File: config.mk
export PLATFORM = sky130hd
export DESIGN_NAME = mem_stage_unit
export DESIGN_NICKNAME = d
export VERILOG_FILES = /design/src/rtl/mem_stage_pkg.sv /design/src/rtl/mem_stage_unit_lane.sv /design/src/rtl/mem_stage_unit.sv
export SDC_FILE = /design/constraint.sdc
export NUM_CORES = 1
export LEC_CHECK = 0
export CAP_MARGIN = 10
export CELL_PAD_IN_SITES_DETAIL_PLACEMENT = 0
export CELL_PAD_IN_SITES_GLOBAL_PLACEMENT = 1
export CORE_MARGIN = 5
export CORE_UTILIZATION = 49
export CTS_CLUSTER_SIZE = 8
export DETAILED_ROUTE_END_ITERATION = 8
export PLACE_DENSITY = 0.8
export SLEW_MARGIN = 20
export SYNTH_ARGS = -nofsm -noshare
export SYNTH_HDL_FRONTEND = slang
export SYNTH_SLANG_ARGS = --single-unit
File: constraint.sdc
create_clock -name Clk -period 27.1 [get_ports Clk]
set_input_delay 2.71 -clock Clk [delete_from_list [all_inputs] [get_ports Clk]]
set_output_delay 2.71 -clock Clk [all_outputs]
set_load 0.005 [all_outputs]
File: src/rtl/mem_stage_pkg.sv
// mem_stage_pkg: shared definitions for the MIPS32 MEM-stage unit.
//   - Access size encodings carried on EX_MEM_Size (11 behaves as a word).
//   - Stall FSM state type.
//   - byte_enable(): store byte-lane enables from size and address low bits.
package mem_stage_pkg;

  localparam logic [1:0] SZ_WORD = 2'b00;
  localparam logic [1:0] SZ_HALF = 2'b01;
  localparam logic [1:0] SZ_BYTE = 2'b10;

  typedef enum logic {
    ST_IDLE,
    ST_WAIT
  } state_t;

  function automatic logic [3:0] byte_enable(input logic [1:0] size,
                                             input logic [1:0] addr_lo);
    logic [3:0] be;
    case (size)
      SZ_HALF: be = addr_lo[1] ? 4'b1100 : 4'b0011;
      SZ_BYTE: be = 4'b0001 << addr_lo;
      default: be = 4'b1111;
    endcase
    return be;
  endfunction

endpackage

File: src/rtl/mem_stage_unit_lane.sv
// mem_lane_align: combinational byte/half lane logic for data-memory accesses.
// Ports:
//   addr_lo     in  2   effective address bits [1:0]
//   size        in  2   access size (SZ_WORD / SZ_HALF / SZ_BYTE, 11 = word)
//   is_unsigned in  1   zero-extend sub-word loads
//   raw_word    in  32  store data (store path) or memory read word (load path)
//   be          out 4   store byte enables
//   wdata_rep   out 32  store data replicated across lanes
//   rdata_ext   out 32  selected load lane, sign/zero extended
module mem_lane_align
  import mem_stage_pkg::*;
(
  input  logic [1:0]  addr_lo,
  input  logic [1:0]  size,
  input  logic        is_unsigned,
  input  logic [31:0] raw_word,
  output logic [3:0]  be,
  output logic [31:0] wdata_rep,
  output logic [31:0] rdata_ext
);

  logic [7:0]  lane_b;
  logic [15:0] lane_h;

  always_comb begin
    lane_b = raw_word[{addr_lo, 3'b000} +: 8];
    lane_h = addr_lo[1] ? raw_word[31:16] : raw_word[15:0];
    be     = byte_enable(size, addr_lo);
    case (size)
      SZ_BYTE: begin
        wdata_rep = {4{raw_word[7:0]}};
        rdata_ext = is_unsigned ? {24'b0, lane_b} : {{24{lane_b[7]}}, lane_b};
      end
      SZ_HALF: begin
        wdata_rep = {2{raw_word[15:0]}};
        rdata_ext = is_unsigned ? {16'b0, lane_h} : {{16{lane_h[15]}}, lane_h};
      end
      default: begin
        wdata_rep = raw_word;
        rdata_ext = raw_word;
      end
    endcase
  end

endmodule

File: src/rtl/mem_stage_unit.sv
// mem_stage_unit: MIPS32 MEM stage. Routes loads/stores to the external data
// memory or to NUM_BUF internal word buffers, aligns sub-word accesses and
// stalls the pipeline while a multi-cycle memory read is outstanding.
// Ports:
//   Clk, Reset                 clock (rising edge), async active-high reset
//   EX_MEM_Valid/MemRead/MemWrite/Size/Unsigned/BufSel/ALUResult/rt_val
//                              operation from the EX/MEM register
//   MEM_ReadData, MEM_ReadValid registered load result and 1-cycle valid
//   MEM_Stall                  combinational hold for EX/MEM and upstream
//   MEM_Misaligned             registered 1-cycle alignment fault pulse
//   dmem_addr/wdata/be/we/re   data-memory request, dmem_rdata read data
module mem_stage_unit
  import mem_stage_pkg::*;
#(
  parameter int DATA_W      = 32,
  parameter int ADDR_W      = 32,
  parameter int NUM_BUF     = 2,
  parameter int BUF_DEPTH   = 8,
  parameter int MEM_LATENCY = 1
) (
  input  logic               Clk,
  input  logic               Reset,
  input  logic               EX_MEM_Valid,
  input  logic               EX_MEM_MemRead,
  input  logic               EX_MEM_MemWrite,
  input  logic [1:0]         EX_MEM_Size,
  input  logic               EX_MEM_Unsigned,
  input  logic [NUM_BUF-1:0] EX_MEM_BufSel,
  input  logic [ADDR_W-1:0]  EX_MEM_ALUResult,
  input  logic [DATA_W-1:0]  EX_MEM_rt_val,
  output logic [DATA_W-1:0]  MEM_ReadData,
  output logic               MEM_ReadValid,
  output logic               MEM_Stall,
  output logic               MEM_Misaligned,
  output logic [ADDR_W-1:0]  dmem_addr,
  output logic [DATA_W-1:0]  dmem_wdata,
  output logic [3:0]         dmem_be,
  output logic               dmem_we,
  output logic               dmem_re,
  input  logic [DATA_W-1:0]  dmem_rdata
);

  localparam int IDX_W = $clog2(BUF_DEPTH);
  localparam int CH_W  = (NUM_BUF > 1) ? $clog2(NUM_BUF) : 1;
  localparam int CNT_W = (MEM_LATENCY > 1) ? $clog2(MEM_LATENCY) : 1;
  localparam logic [CNT_W-1:0] CNT_LOAD = CNT_W'(MEM_LATENCY - 1);

  state_t             state;
  logic [CNT_W-1:0]   cnt;
  logic [ADDR_W-1:0]  addr_q;
  logic [1:0]         size_q;
  logic               uns_q;

  logic               in_wait;
  logic               accept, buf_hit, is_store, is_load, mis_addr;
  logic               misaligned, buf_store, buf_load, mem_store, mem_load;
  logic [CH_W-1:0]    buf_ch;
  logic [IDX_W-1:0]   buf_idx;
  logic [DATA_W-1:0]  buf_rdata;
  logic [DATA_W-1:0]  bufs [NUM_BUF][BUF_DEPTH];

  logic [1:0]         lane_addr, lane_size;
  logic               lane_uns;
  logic [31:0]        lane_raw, lane_wdata, lane_rdata;
  logic [3:0]         lane_be;

  // Operation decode; only meaningful while idle.
  always_comb begin
    buf_ch = '0;
    // Scan downwards so the lowest selected channel is assigned last.
    for (int unsigned i = NUM_BUF; i > 0; i--) begin
      if (EX_MEM_BufSel[i-1]) buf_ch = CH_W'(i - 1);
    end
    buf_idx  = EX_MEM_ALUResult[IDX_W-1:0];
    buf_hit  = |EX_MEM_BufSel;
    in_wait  = (state == ST_WAIT);
    accept   = EX_MEM_Valid && (state == ST_IDLE);
    is_store = EX_MEM_MemWrite;
    is_load  = EX_MEM_MemRead && !EX_MEM_MemWrite;
    case (EX_MEM_Size)
      SZ_HALF: mis_addr = EX_MEM_ALUResult[0];
      SZ_BYTE: mis_addr = 1'b0;
      default: mis_addr = (EX_MEM_ALUResult[1:0] != 2'b00);
    endcase
    misaligned = accept && !buf_hit && (is_store || is_load) && mis_addr;
    buf_store  = accept && buf_hit && is_store;
    buf_load   = accept && buf_hit && is_load;
    mem_store  = accept && !buf_hit && is_store && !mis_addr;
    mem_load   = accept && !buf_hit && is_load && !mis_addr;
  end

  assign buf_rdata = bufs[buf_ch][buf_idx];

  // One aligner serves both directions: the store path in IDLE, the read
  // capture in WAIT using the attributes latched at accept.
  always_comb begin
    lane_addr = in_wait ? addr_q[1:0] : EX_MEM_ALUResult[1:0];
    lane_size = in_wait ? size_q : EX_MEM_Size;
    lane_uns  = in_wait ? uns_q : EX_MEM_Unsigned;
    lane_raw  = in_wait ? dmem_rdata : EX_MEM_rt_val;
  end

  mem_lane_align u_lane (
    .addr_lo     (lane_addr),
    .size        (lane_size),
    .is_unsigned (lane_uns),
    .raw_word    (lane_raw),
    .be          (lane_be),
    .wdata_rep   (lane_wdata),
    .rdata_ext   (lane_rdata)
  );

  // Request outputs and stall are combinational, so they are gated by the
  // asynchronous reset to drop immediately rather than at the next edge.
  always_comb begin
    dmem_addr  = '0;
    dmem_wdata = '0;
    dmem_be    = '0;
    dmem_we    = 1'b0;
    dmem_re    = 1'b0;
    if (!Reset) begin
      if (mem_store) begin
        dmem_addr  = EX_MEM_ALUResult;
        dmem_wdata = lane_wdata;
        dmem_be    = lane_be;
        dmem_we    = 1'b1;
      end else if (mem_load) begin
        dmem_addr = EX_MEM_ALUResult;
        dmem_re   = 1'b1;
      end else if (in_wait) begin
        dmem_addr = addr_q;
      end
    end
  end

  assign MEM_Stall = !Reset && (mem_load || (in_wait && (cnt != '0)));

  always_ff @(posedge Clk or posedge Reset) begin
    if (Reset) begin
      state          <= ST_IDLE;
      cnt            <= '0;
      addr_q         <= '0;
      size_q         <= '0;
      uns_q          <= 1'b0;
      MEM_ReadData   <= '0;
      MEM_ReadValid  <= 1'b0;
      MEM_Misaligned <= 1'b0;
    end else begin
      MEM_ReadValid  <= 1'b0;
      MEM_Misaligned <= 1'b0;
      case (state)
        ST_IDLE: begin
          if (misaligned) begin
            MEM_Misaligned <= 1'b1;
          end else if (buf_load) begin
            MEM_ReadData  <= buf_rdata;
            MEM_ReadValid <= 1'b1;
          end else if (mem_load) begin
            state  <= ST_WAIT;
            cnt    <= CNT_LOAD;
            addr_q <= EX_MEM_ALUResult;
            size_q <= EX_MEM_Size;
            uns_q  <= EX_MEM_Unsigned;
          end
        end
        ST_WAIT: begin
          if (cnt == '0) begin
            MEM_ReadData  <= lane_rdata;
            MEM_ReadValid <= 1'b1;
            state         <= ST_IDLE;
          end else begin
            cnt <= cnt - 1'b1;
          end
        end
        default: state <= ST_IDLE;
      endcase
    end
  end

  always_ff @(posedge Clk or posedge Reset) begin
    if (Reset) begin
      for (int unsigned c = 0; c < NUM_BUF; c++) begin
        for (int unsigned w = 0; w < BUF_DEPTH; w++) begin
          bufs[CH_W'(c)][IDX_W'(w)] <= '0;
        end
      end
    end else if (buf_store) begin
      bufs[buf_ch][buf_idx] <= EX_MEM_rt_val;
    end
  end

endmodule

==> flow_metrics.tcl <==
set metrics [dict create \
    maxCapViolCount 0 \
    synthToLayoutAreaGrowth_pct 17.5 \
    numCtsBuffers 82 \
    antenna_found_initial 5 \
    port_buffers 210 \
    worstHoldEndpoint "bufs[505]$_DFFE_PP0P_" \
    htreeDepth 3 \
    crit_path_top_delay_cell "ha_2" \
    final_cells 3090 \
    slowest_delay_ps 670 \
    start_util_pct 49.4 \
    reg2reg_to "MEM_ReadData[16]$_DFFE_PP0P_" \
    place_inst 3000 \
    yosysWarnings 0 \
    synthArstFlopShare_pct 100 \
    total_power_mw 2.37 \
    syn_inst 2167 \
    drive_above_1_share_pct 34.6 \
    synth_area_mm2 0.0278 \
    dpl.hpwl_um 55700 \
    seq_area_frac_synth_pct 52.3 \
    grt_pass1_vias 20251 \
    post_cts_resized 0 \
    ioPinCount 211 \
    worst_slew_pin_slew_ps 1160 \
    route.detailed.drc 0 \
    pwr_density_cell_mw_per_mm2 72.5 \
    worstSetupEndpointType "output port" \
    min_path_cells 1 \
    synth_common_cells "dfrtp_1, mux2_2, nand2_1" \
    worst_skew_pair.late_latency_ps 600 \
    drt_pre_antenna_iters 6 \
    grtUsageTotal_pct 28.5 \
    nNetsFinal 2438 \
    start_kind "input port" \
    holdWs_ps 490 \
    fin_worst_skew_ps 20.2 \
    worst-r2r-cell-count 7 \
    p_leak_nw 14.2 \
    synthMostInstantiatedCell "dfrtp_1" \
    fmax_ghz 0.122 \
    p_sw_uw 606 \
    post-route-period-util_pct 30.2 \
    die_h_um 248 \
    clk_path_buf_depth 3 \
    worstPathRequired_ps 24390 \
    drtIter0Drc 1868 \
    cts_tree "yes" \
    swShare_pct 25.6 \
    slew_viol_final 0 \
    path_clk_slew_ps 50 \
    hold_viol_final 0 \
    yosysTopAreaCell "dfrtp_1" \
    ys_seq_elements 582 \
    grt_max_degree 164 \
    rsz0062_at_grt "false" \
    synth-main-ff-cell "dfrtp_1" \
    cp.arrival_ps 5490 \
    core_area_mm2 0.0564 \
    fp.dieW_um 248 \
    pwr-share-seq_pct 46.6 \
    reg2reg_slack_ps 22470 \
    ctsHoldBuffers 0 \
    cts-root-buf "clkbuf_16" \
    tns_ps 0 \
    post_cts_buffers 0 \
    p_comb_share_pct 15.8 \
    finalSetupViolCount 0 \
    synth_cell_types 58 \
    grt_pass1_wl_um 131000 \
    wirelength_um 88400 \
    place.gp.congestion 0.942 \
    ant_nets 0 \
    dr_total_vias 19492 \
    path_max_fanout 30 \
    hold_path_startpoint "bufs[505]$_DFFE_PP0P_" \
    cts.sinks 582 \
    max_slew_margin_pct 22.3 \
    crit_type "in2out" \
    period_minus_slack_ps 8200 \
    clkPwrFrac_pct 37.7 \
    utilization_pct 58.0 \
    ir_drop_mv 0.0453 \
    overflow 0 \
    cp_cell_sequence "clkdlybuf4s50_1, mux2i_1, inv_1, ha_2, inv_1, o21ai_1, nor2b_1, clkdlybuf4s50_1" \
    status "complete, no violations" \
    die-area_mm2 0.0617 \
    wl_per_cell_um 28.6 \
    synth_edf_count 0 \
    syn_area_per_cell_um2 12.8 \
    intPower_mw 1.76 \
    hold_path_class "reg2reg" \
    synth_nets 2277 \
    synth_area_leaders "dfrtp_1, mux2_2, mux4_2, mux2i_1, nand2_1" \
    reg2reg_from "in_wait$_DFF_PP0_" \
    rows 87 \
    vias_per_cell 6.31 \
    netlist.area_leader.share_pct 52.3 \
]
layout make-up:
class / instances / area (um^2)
timing repair buffer: 262 / 2520
clock buffer: 85 / 2090
clock inverter: 3 / 26.3
tap: 756 / 946
inverter: 20 / 85.1
sequential: 582 / 14600
fill: 4581 / 23700
antenna: 2 / 5.00
multi-input combinational: 1380 / 12500
flip-flops by register name, indices dropped and copies added, names as in the netlist:
signal,flops
MEM_ReadValid,1
bufs,512
MEM_Misaligned,1
MEM_ReadData,32
size_q,2
uns_q,1
in_wait,1
addr_q,32
metrics by stage:
step	instance area [um^2]	setup slack, ps
detailed placement	30600	18950
floorplan	27800	5640
global route	32700	18710
finish	32700	18900
global placement	30600	18990
CTS	32700	18930
placed cells by master (no fill, tap or decap), types with 15 or more instances in the layout:
master           synthesis  routed
mux2_2                 572     572
clkbuf_16                0      83
clkdlybuf4s50_1          0     209
o21ai_0                 15      15
nor2_4                   0      17
nor2b_1                 18      17
a22oi_1                 52      52
mux2i_1                 74      74
mux4_2                  63      63
buf_4                   15      48
o22ai_1                 36      36
dfrtp_1                582     581
nor2_1                  95      78
nand2_1                184     184
inv_1                   19      18
a211oi_1                25      25
a21oi_1                 80      80
worst max-delay path by stage:
stage | from | to | depth (start not counted)
finish | EX_MEM_Size[0] | dmem_be[0] | 8
global placement | EX_MEM_Size[0] | dmem_be[0] | 8
CTS | EX_MEM_Size[0] | dmem_be[0] | 8
global route | EX_MEM_Size[0] | dmem_be[0] | 8
floorplan | Reset | dmem_wdata[31] | 5
detailed placement | EX_MEM_Size[0] | dmem_be[0] | 8
cells by family (layout without fill, tap and decap cells):
| group | count (synthesis) | after routing | share of synthesized area (%) |
|---|---|---|---|
| fa+ha+maj | 4 | 4 | 0.180 |
| other cells | 0 | 2 | 0 |
| mux | 713 | 713 | 31.1 |
| compound gates | 297 | 297 | 7.29 |
| buf+inv | 205 | 370 | 3.49 |
| flops | 582 | 582 | 52.3 |
| simple gates | 366 | 366 | 5.67 |
critical path, delay by kind of cell:
family	cells	cell delay, ps
AOI/OAI and AO/OA	1	370
adders and majority gates	1	670
buffers and inverters	4	1290
muxes	1	210
and+or+nand+nor	1	230
per-layer routing:
| metal | wire length [um] | vias to the layer above | global-route usage (%) |
|---|---|---|---|
| li1 | - | 8196 | - |
| met1 | 36200 | 10190 | 38.6 |
| met2 | 39800 | 905 | 43.6 |
| met3 | 9380 | 193 | 9.47 |
| met4 | 2960 | 8 | 10.0 |
| met5 | 55 | - | 0 |
power by group through the flow:
stage / sequential [mW] / clock, mW / combinational, mW
final: 1.10 / 0.893 / 0.374
after floorplan: 1.09 / 0 / 0.256
after global routing: 1.12 / 0.945 / 0.405
after CTS: 1.10 / 0.906 / 0.374
after detailed placement: 1.12 / 0 / 0.372
after global placement: 1.11 / 0 / 0.361
(Power assumes the default switching activity.)
